[config.mk]
export PLATFORM = sky130hd
export DESIGN_NAME = bp_fe_fetch_queue_flat
export DESIGN_NICKNAME = d
export VERILOG_FILES = /design/src/rtl/bp_fe_fetch_queue_pkg.sv /design/src/rtl/bp_fe_fetch_queue_if.sv /design/src/rtl/bp_fe_fetch_queue_pkt_fifo.sv /design/src/rtl/bp_fe_fetch_queue.sv /design/src/flat_wrapper.sv
export SDC_FILE = /design/constraint.sdc
export NUM_CORES = 1
export LEC_CHECK = 0
export CORE_MARGIN = 2
export CORE_UTILIZATION = 55
export CTS_BUF_LIST = sky130_fd_sc_hd__clkbuf_8
export DETAILED_ROUTE_END_ITERATION = 8
export MAX_ROUTING_LAYER = met4
export PLACE_DENSITY_LB_ADDON = 0.3
export RECOVER_POWER = 25
export SETUP_SLACK_MARGIN = 0.5
export SLEW_MARGIN = 30
export SYNTH_ARGS = -nofsm -noshare
export SYNTH_HDL_FRONTEND = slang
export SYNTH_SLANG_ARGS = --single-unit
[constraint.sdc]
create_clock -name clk_i -period 8.2 [get_ports clk_i]
set_clock_uncertainty 0.2 [all_clocks]
set_input_delay 1.64 -clock clk_i [delete_from_list [all_inputs] [get_ports clk_i]]
set_output_delay 1.64 -clock clk_i [all_outputs]
set_load 0.02 [all_outputs]
[src/rtl/bp_fe_fetch_queue_pkg.sv]
// Shared types for the FE fetch queue: exception codes, packet layout,
// queue state and the response-fault priority encoder.
package bp_fe_fetch_queue_pkg;

  localparam int vaddr_width_gp = 39;
  localparam int instr_width_gp = 32;

  typedef enum logic [2:0] {
    e_exc_none         = 3'd0,
    e_exc_access_fault = 3'd1,
    e_exc_page_fault   = 3'd2,
    e_exc_itlb_miss    = 3'd3,
    e_exc_icache_miss  = 3'd4
  } bp_fe_fetch_exc_e;

  typedef struct packed {
    logic [vaddr_width_gp-1:0] pc;
    logic [instr_width_gp-1:0] instr;
    bp_fe_fetch_exc_e          exc;
  } bp_fe_fetch_pkt_s;

  typedef enum logic {
    e_run  = 1'b0,
    e_halt = 1'b1
  } bp_fe_fetch_queue_state_e;

  // Most severe fault wins; a clean response maps to e_exc_none.
  function automatic bp_fe_fetch_exc_e fetch_exc_code(input logic access_fault,
                                                      input logic page_fault,
                                                      input logic itlb_miss,
                                                      input logic icache_miss);
    bp_fe_fetch_exc_e code;
    code = e_exc_none;
    if (access_fault)     code = e_exc_access_fault;
    else if (page_fault)  code = e_exc_page_fault;
    else if (itlb_miss)   code = e_exc_itlb_miss;
    else if (icache_miss) code = e_exc_icache_miss;
    return code;
  endfunction

endpackage

[src/rtl/bp_fe_fetch_queue_if.sv]
// Fetch queue <-> bp_fe_mem link. Signal suffixes are from the fetch
// queue's point of view (master side).
//
// Handshake: a command transfers in any cycle where mem_cmd_v_o and
// mem_cmd_yumi_i are both high; yumi may only be raised while v is high.
// Its response comes back with mem_resp_v_i exactly two cycles later,
// unless mem_poison_o was high in the cycle after the transfer.
interface bp_fe_fetch_queue_if
  import bp_fe_fetch_queue_pkg::*;
#(
  parameter int vaddr_width_p = vaddr_width_gp,
  parameter int instr_width_p = instr_width_gp
);
  logic                     mem_cmd_v_o;
  logic [vaddr_width_p-1:0] mem_cmd_vaddr_o;
  logic                     mem_cmd_yumi_i;
  logic                     mem_poison_o;
  logic                     mem_resp_v_i;
  logic [instr_width_p-1:0] mem_resp_data_i;
  logic                     mem_resp_icache_miss_i;
  logic                     mem_resp_itlb_miss_i;
  logic                     mem_resp_page_fault_i;
  logic                     mem_resp_access_fault_i;

  modport master (
    output mem_cmd_v_o, mem_cmd_vaddr_o, mem_poison_o,
    input  mem_cmd_yumi_i, mem_resp_v_i, mem_resp_data_i,
           mem_resp_icache_miss_i, mem_resp_itlb_miss_i,
           mem_resp_page_fault_i, mem_resp_access_fault_i
  );

  modport slave (
    input  mem_cmd_v_o, mem_cmd_vaddr_o, mem_poison_o,
    output mem_cmd_yumi_i, mem_resp_v_i, mem_resp_data_i,
           mem_resp_icache_miss_i, mem_resp_itlb_miss_i,
           mem_resp_page_fault_i, mem_resp_access_fault_i
  );
endinterface

[src/rtl/bp_fe_fetch_queue_pkt_fifo.sv]
// Circular packet FIFO with synchronous clear. Head is read straight from
// storage (no write-through), pointers wrap modulo els_p.
module bp_fe_fetch_pkt_fifo #(
  parameter  int width_p        = 8,
  parameter  int els_p          = 4,
  localparam int ptr_width_lp   = $clog2(els_p),
  localparam int count_width_lp = $clog2(els_p + 1)
) (
  input  logic                      clk_i,
  input  logic                      reset_i,
  input  logic                      clear_i,
  input  logic                      v_i,
  input  logic [width_p-1:0]        data_i,
  input  logic                      yumi_i,
  output logic                      v_o,
  output logic [width_p-1:0]        data_o,
  output logic [count_width_lp-1:0] count_o
);

  logic [width_p-1:0]        mem_q [els_p];
  logic [ptr_width_lp-1:0]   rd_ptr_q, wr_ptr_q;
  logic [count_width_lp-1:0] count_q;
  logic                      pop;

  function automatic logic [ptr_width_lp-1:0] ptr_inc(input logic [ptr_width_lp-1:0] p);
    return (p == ptr_width_lp'(els_p - 1)) ? '0 : p + 1'b1;
  endfunction

  assign pop     = yumi_i & (count_q != '0);
  assign v_o     = (count_q != '0);
  assign data_o  = mem_q[rd_ptr_q];
  assign count_o = count_q;

  // Pointer and occupancy bookkeeping; clear empties the buffer in one cycle.
  always_ff @(posedge clk_i) begin
    if (reset_i || clear_i) begin
      rd_ptr_q <= '0;
      wr_ptr_q <= '0;
      count_q  <= '0;
    end else begin
      if (v_i) wr_ptr_q <= ptr_inc(wr_ptr_q);
      if (pop) rd_ptr_q <= ptr_inc(rd_ptr_q);
      case ({v_i, pop})
        2'b10:   count_q <= count_q + 1'b1;
        2'b01:   count_q <= count_q - 1'b1;
        default: count_q <= count_q;
      endcase
    end
  end

  // Storage write; contents need no reset since count gates visibility.
  always_ff @(posedge clk_i) begin
    if (v_i) mem_q[wr_ptr_q] <= data_i;
  end

  // Upstream credit logic must never push into a full buffer without a pop.
  always @(posedge clk_i) begin
    if (!reset_i && !clear_i) assert (!(v_i && !pop && (count_q == count_width_lp'(els_p))));
  end

endmodule

[src/rtl/bp_fe_fetch_queue.sv]
// FE fetch queue: issues fetches to bp_fe_mem only when a buffer slot is
// reserved for the response, tracks the fixed 2-cycle response pipe,
// and buffers in-order instruction/exception packets for decode.
module bp_fe_fetch_queue
  import bp_fe_fetch_queue_pkg::*;
#(
  parameter int vaddr_width_p = vaddr_width_gp,
  parameter int instr_width_p = instr_width_gp,
  parameter int fifo_els_p    = 4
) (
  input  logic                     clk_i,
  input  logic                     reset_i,
  input  logic                     fetch_v_i,
  input  logic [vaddr_width_p-1:0] fetch_vaddr_i,
  output logic                     fetch_ready_o,
  bp_fe_fetch_queue_if.master      mem_if,
  input  logic                     flush_i,
  output logic                     pkt_v_o,
  output logic [vaddr_width_p-1:0] pkt_pc_o,
  output logic [instr_width_p-1:0] pkt_instr_o,
  output logic [2:0]               pkt_exc_o,
  input  logic                     pkt_yumi_i,
  output bp_fe_fetch_queue_state_e state_o
);

  localparam int pkt_width_lp   = vaddr_width_p + instr_width_p + 3;
  localparam int count_width_lp = $clog2(fifo_els_p + 1);

  bp_fe_fetch_queue_state_e  state_q;
  logic                      v_r_q, v_rr_q;
  logic [vaddr_width_p-1:0]  vaddr_r_q, vaddr_rr_q;
  logic [count_width_lp-1:0] count;
  logic [count_width_lp:0]   occupancy;
  logic                      cmd_accept, push, pop, fifo_v;
  bp_fe_fetch_exc_e          resp_exc;
  logic [instr_width_p-1:0]  resp_instr;
  logic [pkt_width_lp-1:0]   head;
  logic                      unused_resp_v;

  // v_rr_q is the authority for response arrival; the mem valid is redundant.
  assign unused_resp_v = mem_if.mem_resp_v_i;

  // Buffered plus in-flight entries; pops are ignored so the credit is conservative.
  assign occupancy = {1'b0, count}
                   + {{count_width_lp{1'b0}}, v_r_q}
                   + {{count_width_lp{1'b0}}, v_rr_q};

  assign fetch_ready_o = ~reset_i & (state_q == e_run) & ~flush_i
                       & (occupancy < (count_width_lp + 1)'(fifo_els_p));

  assign mem_if.mem_cmd_v_o     = fetch_v_i & fetch_ready_o;
  assign mem_if.mem_cmd_vaddr_o = fetch_vaddr_i;
  assign mem_if.mem_poison_o    = flush_i & ~reset_i;
  assign cmd_accept             = mem_if.mem_cmd_v_o & mem_if.mem_cmd_yumi_i;

  assign resp_exc   = fetch_exc_code(mem_if.mem_resp_access_fault_i,
                                     mem_if.mem_resp_page_fault_i,
                                     mem_if.mem_resp_itlb_miss_i,
                                     mem_if.mem_resp_icache_miss_i);
  assign resp_instr = (resp_exc == e_exc_none) ? mem_if.mem_resp_data_i : '0;

  // Responses landing in HALT belong to fetches younger than the fault.
  assign push = v_rr_q & (state_q == e_run) & ~flush_i;
  assign pop  = pkt_yumi_i & pkt_v_o & ~flush_i;

  // Response tracking valids; flush kills the stage whose response mem poisons.
  always_ff @(posedge clk_i) begin
    if (reset_i) begin
      v_r_q  <= 1'b0;
      v_rr_q <= 1'b0;
    end else begin
      v_r_q  <= cmd_accept;
      v_rr_q <= v_r_q & ~flush_i;
    end
  end

  // Address pipe paired with the valids above.
  always_ff @(posedge clk_i) begin
    vaddr_r_q  <= fetch_vaddr_i;
    vaddr_rr_q <= vaddr_r_q;
  end

  // RUN/HALT control: a faulting packet halts fetch until the next redirect.
  always_ff @(posedge clk_i) begin
    if (reset_i)                              state_q <= e_run;
    else if (flush_i)                         state_q <= e_run;
    else if (push && resp_exc != e_exc_none)  state_q <= e_halt;
  end

  assign state_o = state_q;

  bp_fe_fetch_pkt_fifo #(
    .width_p (pkt_width_lp),
    .els_p   (fifo_els_p)
  ) pkt_fifo (
    .clk_i   (clk_i),
    .reset_i (reset_i),
    .clear_i (flush_i),
    .v_i     (push),
    .data_i  ({vaddr_rr_q, resp_instr, resp_exc}),
    .yumi_i  (pop),
    .v_o     (fifo_v),
    .data_o  (head),
    .count_o (count)
  );

  assign pkt_v_o     = fifo_v & ~reset_i;
  assign pkt_pc_o    = head[pkt_width_lp-1 -: vaddr_width_p];
  assign pkt_instr_o = head[3 +: instr_width_p];
  assign pkt_exc_o   = head[2:0];

endmodule

[src/flat_wrapper.sv]
// flat-port wrapper written by rule: the top's interface ports become plain ports
module bp_fe_fetch_queue_flat import bp_fe_fetch_queue_pkg::*;
#(
  parameter int vaddr_width_p = vaddr_width_gp,
  parameter int instr_width_p = instr_width_gp,
  parameter int fifo_els_p    = 4
)
  (clk_i, reset_i, fetch_v_i, fetch_vaddr_i, fetch_ready_o, flush_i, pkt_v_o, pkt_pc_o, pkt_instr_o, pkt_exc_o, pkt_yumi_i, state_o, mem_if_mem_cmd_v_o, mem_if_mem_cmd_vaddr_o, mem_if_mem_poison_o, mem_if_mem_cmd_yumi_i, mem_if_mem_resp_v_i, mem_if_mem_resp_data_i, mem_if_mem_resp_icache_miss_i, mem_if_mem_resp_itlb_miss_i, mem_if_mem_resp_page_fault_i, mem_if_mem_resp_access_fault_i);
  bp_fe_fetch_queue_if #(.vaddr_width_p(vaddr_width_p), .instr_width_p(instr_width_p)) mem_if_i ();
  input  logic clk_i;
  input  logic reset_i;
  input  logic fetch_v_i;
  input  logic [vaddr_width_p-1:0] fetch_vaddr_i;
  output logic fetch_ready_o;
  input  logic flush_i;
  output logic pkt_v_o;
  output logic [vaddr_width_p-1:0] pkt_pc_o;
  output logic [instr_width_p-1:0] pkt_instr_o;
  output logic [2:0] pkt_exc_o;
  input  logic pkt_yumi_i;
  output bp_fe_fetch_queue_state_e state_o;
  output wire logic [$bits(mem_if_i.mem_cmd_v_o)-1:0] mem_if_mem_cmd_v_o;
  output wire logic [$bits(mem_if_i.mem_cmd_vaddr_o)-1:0] mem_if_mem_cmd_vaddr_o;
  output wire logic [$bits(mem_if_i.mem_poison_o)-1:0] mem_if_mem_poison_o;
  input wire logic [$bits(mem_if_i.mem_cmd_yumi_i)-1:0] mem_if_mem_cmd_yumi_i;
  input wire logic [$bits(mem_if_i.mem_resp_v_i)-1:0] mem_if_mem_resp_v_i;
  input wire logic [$bits(mem_if_i.mem_resp_data_i)-1:0] mem_if_mem_resp_data_i;
  input wire logic [$bits(mem_if_i.mem_resp_icache_miss_i)-1:0] mem_if_mem_resp_icache_miss_i;
  input wire logic [$bits(mem_if_i.mem_resp_itlb_miss_i)-1:0] mem_if_mem_resp_itlb_miss_i;
  input wire logic [$bits(mem_if_i.mem_resp_page_fault_i)-1:0] mem_if_mem_resp_page_fault_i;
  input wire logic [$bits(mem_if_i.mem_resp_access_fault_i)-1:0] mem_if_mem_resp_access_fault_i;
  assign mem_if_mem_cmd_v_o = mem_if_i.mem_cmd_v_o;
  assign mem_if_mem_cmd_vaddr_o = mem_if_i.mem_cmd_vaddr_o;
  assign mem_if_mem_poison_o = mem_if_i.mem_poison_o;
  assign mem_if_i.mem_cmd_yumi_i = mem_if_mem_cmd_yumi_i;
  assign mem_if_i.mem_resp_v_i = mem_if_mem_resp_v_i;
  assign mem_if_i.mem_resp_data_i = mem_if_mem_resp_data_i;
  assign mem_if_i.mem_resp_icache_miss_i = mem_if_mem_resp_icache_miss_i;
  assign mem_if_i.mem_resp_itlb_miss_i = mem_if_mem_resp_itlb_miss_i;
  assign mem_if_i.mem_resp_page_fault_i = mem_if_mem_resp_page_fault_i;
  assign mem_if_i.mem_resp_access_fault_i = mem_if_mem_resp_access_fault_i;
  bp_fe_fetch_queue #(.vaddr_width_p(vaddr_width_p), .instr_width_p(instr_width_p), .fifo_els_p(fifo_els_p)) u_core (.clk_i(clk_i), .reset_i(reset_i), .fetch_v_i(fetch_v_i), .fetch_vaddr_i(fetch_vaddr_i), .fetch_ready_o(fetch_ready_o), .mem_if(mem_if_i), .flush_i(flush_i), .pkt_v_o(pkt_v_o), .pkt_pc_o(pkt_pc_o), .pkt_instr_o(pkt_instr_o), .pkt_exc_o(pkt_exc_o), .pkt_yumi_i(pkt_yumi_i), .state_o(state_o));
endmodule
==> impl_metrics.ini <==
[critical_path]
path_class = primary input to primary output
crit_path_start_kind = primary input
ff2ff_setup_slack_ns = 5.49
cp.arrival_ns = 3.67
cp_max_fo = 5
crit_required_ns = 6.36
end_kind = primary output

[detailed_routing]
vias_per_cell = 5.25
antenna_left = 0
vias = 6248
routedWlPerCell_um = 19.6
first_pass_iters = 4
drt-initial-drc-count = 303
drt_wl_total_um = 23300
post-route-drc-count = 0

[yosys]
ys_ff_latch = 386
yosysWarnings = 0
synth_top_area_share_pct = 66.3
netlist_area_um2 = 13400
syn_avg_cell_area_um2 = 21.9
ys_async_sr_fraction_pct = 0
ys_types = 31
syn_inst = 612
yosysTopAreaCell = edfxtp_1
synth_top_flop_cell = edfxtp_1
synth-edff-count = 296
synth_nets = 702
ys_seq_area_share_pct = 79.7
ys_top_cells_by_area = edfxtp_1, dfxtp_1, mux4_2, buf_4, and2_1

[sta]
maxSlewViolCount = 0
timing.setup.tns_ns = 0
finalWorstPathRequiredPeriod_ns = 5.51
timing.fmax_mhz = 182
worst_pin_slew_ns = 0.865
hold_viol = 0
post-route-period-util_pct = 67.1
report.final.setup_viol = 0
rsz0062_at_grt = no
slew_headroom_pct = 42.4
fin_ws_ns = 2.69

[power_and_ir_drop]
pwr-share-clk_pct = 38.7
power.total_mw = 3.61
p_comb_share_pct = 2.5
swShare_pct = 19.7
power.density_nw_per_um2 = 218
intPower_mw = 2.90
p_switching_mw = 0.713
cellLeakagePower_nw = 5.49
pwr-share-seq_pct = 58.9
peakVddDrop_v = 0.000150

[die]
placementRows = 57
die_area_um2 = 25600
start_util_pct = 55.6
fp.dieH_um = 160
die-width_um = 160
pin_count = 200
core_um2 = 24100

[clock_network]
clock_sinks = 386
cts_made_buffers = 56
cts_setup_buffers = 0
clock_path_buffers = 3
cts_hold_buf = 0
h-tree-depth = 2
cts_resized = 0
clk_pin_slew_ns = 0.06
cts_root_buf = clkbuf_8
tritoncts = yes
clk_latency_ns = 0.56

[layout]
final_core_util_pct = 68.6
drive_gt1_share_pct = 19.1
final_area_um2 = 16500
area_delta_synth_final_pct = 23.3
num-fill-cells = 1566
final_nets = 907

[global_routing]
grt_max_degree = 56
grt.total_usage_pct = 19.2
use_met3_pct = 4.10
antenna_found_initial = 1
grt_pass1_wl_um = 36700
grt-ovfl-total = 0
grt_most_used_layer = met2
met1_usage_pct = 22.8
first_global_vias = 6892
met2_usage_pct = 33.2

[hold_path]
hold_class = flop to flop

[placement]
routabilityCongestion = 0.804
place_area_um2 = 15500
pre_cts_slack_ns = 2.72
hpwlAfterDp_um = 13700
io_buffers = 198

[run_status]
status = complete, no violations

[flow_run]
drv_cap = 0
## synth_stat cells, types with 3 or more instances
cell type and n:
buf_6 7, inv_1 7, buf_4 40, a21oi_1 4, mux4_2 74, buf_2 7, o21ai_0 3, dfxtp_1 90
edfxtp_1 296, ha_1 7, nor2_1 11, and2_1 37, clkbuf_1 5
## layer usage
metal  wire length, µm  vias to the layer above  part of all wire (%)
met1              9110                     3173                    39
met4               403                        0                   1.7
li1                  -                     2808                     -
met2             12300                      230                    53
met3              1490                       37                   6.4
met5                 0                        -                     0
## flip-flops by register name (all words and copies together) (netlist names), named ones only
signal	count
u_core.pkt_fifo.mem_q	296
u_core.vaddr_r_q	39
u_core.vaddr_rr_q	39
u_core.pkt_fifo.count_o	3
u_core.pkt_fifo.rd_ptr_q	2
u_core.pkt_fifo.wr_ptr_q	2
u_core.state_o	1
u_core.v_r_q	1
u_core.v_rr_q	1
## worst paths after layout
path | start | to | cells after the start
worst min register to register | u_core.vaddr_r_q[25] | u_core.vaddr_rr_q[25] | 0
worst max-delay path | flush_i | mem_if_mem_cmd_v_o | 5
worst min-delay path | u_core.vaddr_r_q[25] | u_core.vaddr_rr_q[25] | 0
worst max register to register | u_core.state_o | u_core.pkt_fifo.mem_q[0][21] | 3
## cells by family after synthesis
group | Yosys count | share of synthesized area (%)
AO/OA/AOI/OAI | 10 | 0.429
multiplexers | 76 | 12.6
adder cells (fa/ha/maj) | 8 | 0.802
XOR/XNOR | 2 | 0.131
flip-flops | 386 | 79.7
buffers and inverters | 66 | 3.42
AND/OR/NAND/NOR | 64 | 2.93
## power groups by stage
stage	Combinational, mW	Sequential, mW	Clock [mW]
floorplan	0.0374	2.16	0
detailed placement	0.0905	2.17	0
global placement	0.0892	2.16	0
global route	0.0953	2.13	1.52
finish	0.0900	2.13	1.40
CTS	0.0913	2.13	1.44
## cell usage in the layout (no fill, tap or decap), types with 2 or more instances in the layout
master           count
buf_12               2
and2_4               4
dlygate4sd3_1        5
clkdlybuf4s50_1    193
nor3_1               2
mux2i_1              2
buf_4                6
edfxtp_1           296
inv_1               38
nor4b_1              2
and2_1              33
clkbuf_8            66
dfxtp_4              2
a21oi_1              4
xor2_1               2
mux4_2              74
clkinv_2             6
dfxtp_1             88
nand2_1              2
ha_1                 7
nor2_1              11
or3_1                2
o21ai_0              3
## critical path, stage by stage
cell and delay, ns:
clkdlybuf4s50_1 0.49, nor2_1 0.29, o21ai_0 0.22, nor4b_1 0.36
clkdlybuf4s50_1 0.67
## layout make-up
| cell class | count | area [µm²] | share of cell area [%] |
|---|---|---|---|
| antenna | 1 | 2.50 | 0.0151 |
| clock buffer | 66 | 908 | 5.49 |
| clock inverter | 39 | 163 | 0.983 |
| inverter | 7 | 26.3 | 0.159 |
| multi-input combinational | 160 | 2270 | 13.7 |
| sequential | 386 | 10700 | 64.7 |
| tap | 324 | 405 | 2.45 |
| timing repair buffer | 206 | 2070 | 12.5 |
## stage by stage
| stage | hold WS (ns) | cells |
|---|---|---|
| after floorplan | 0.110 | 612 |
| after global placement | 0.111 | 1081 |
| after detailed placement | 0.112 | 1083 |
| after CTS | 0.125 | 1188 |
| after global routing | 0.130 | 1189 |
| final | 0.124 | 1189 |
No activity file was read; power rests on OpenSTA's default activity.
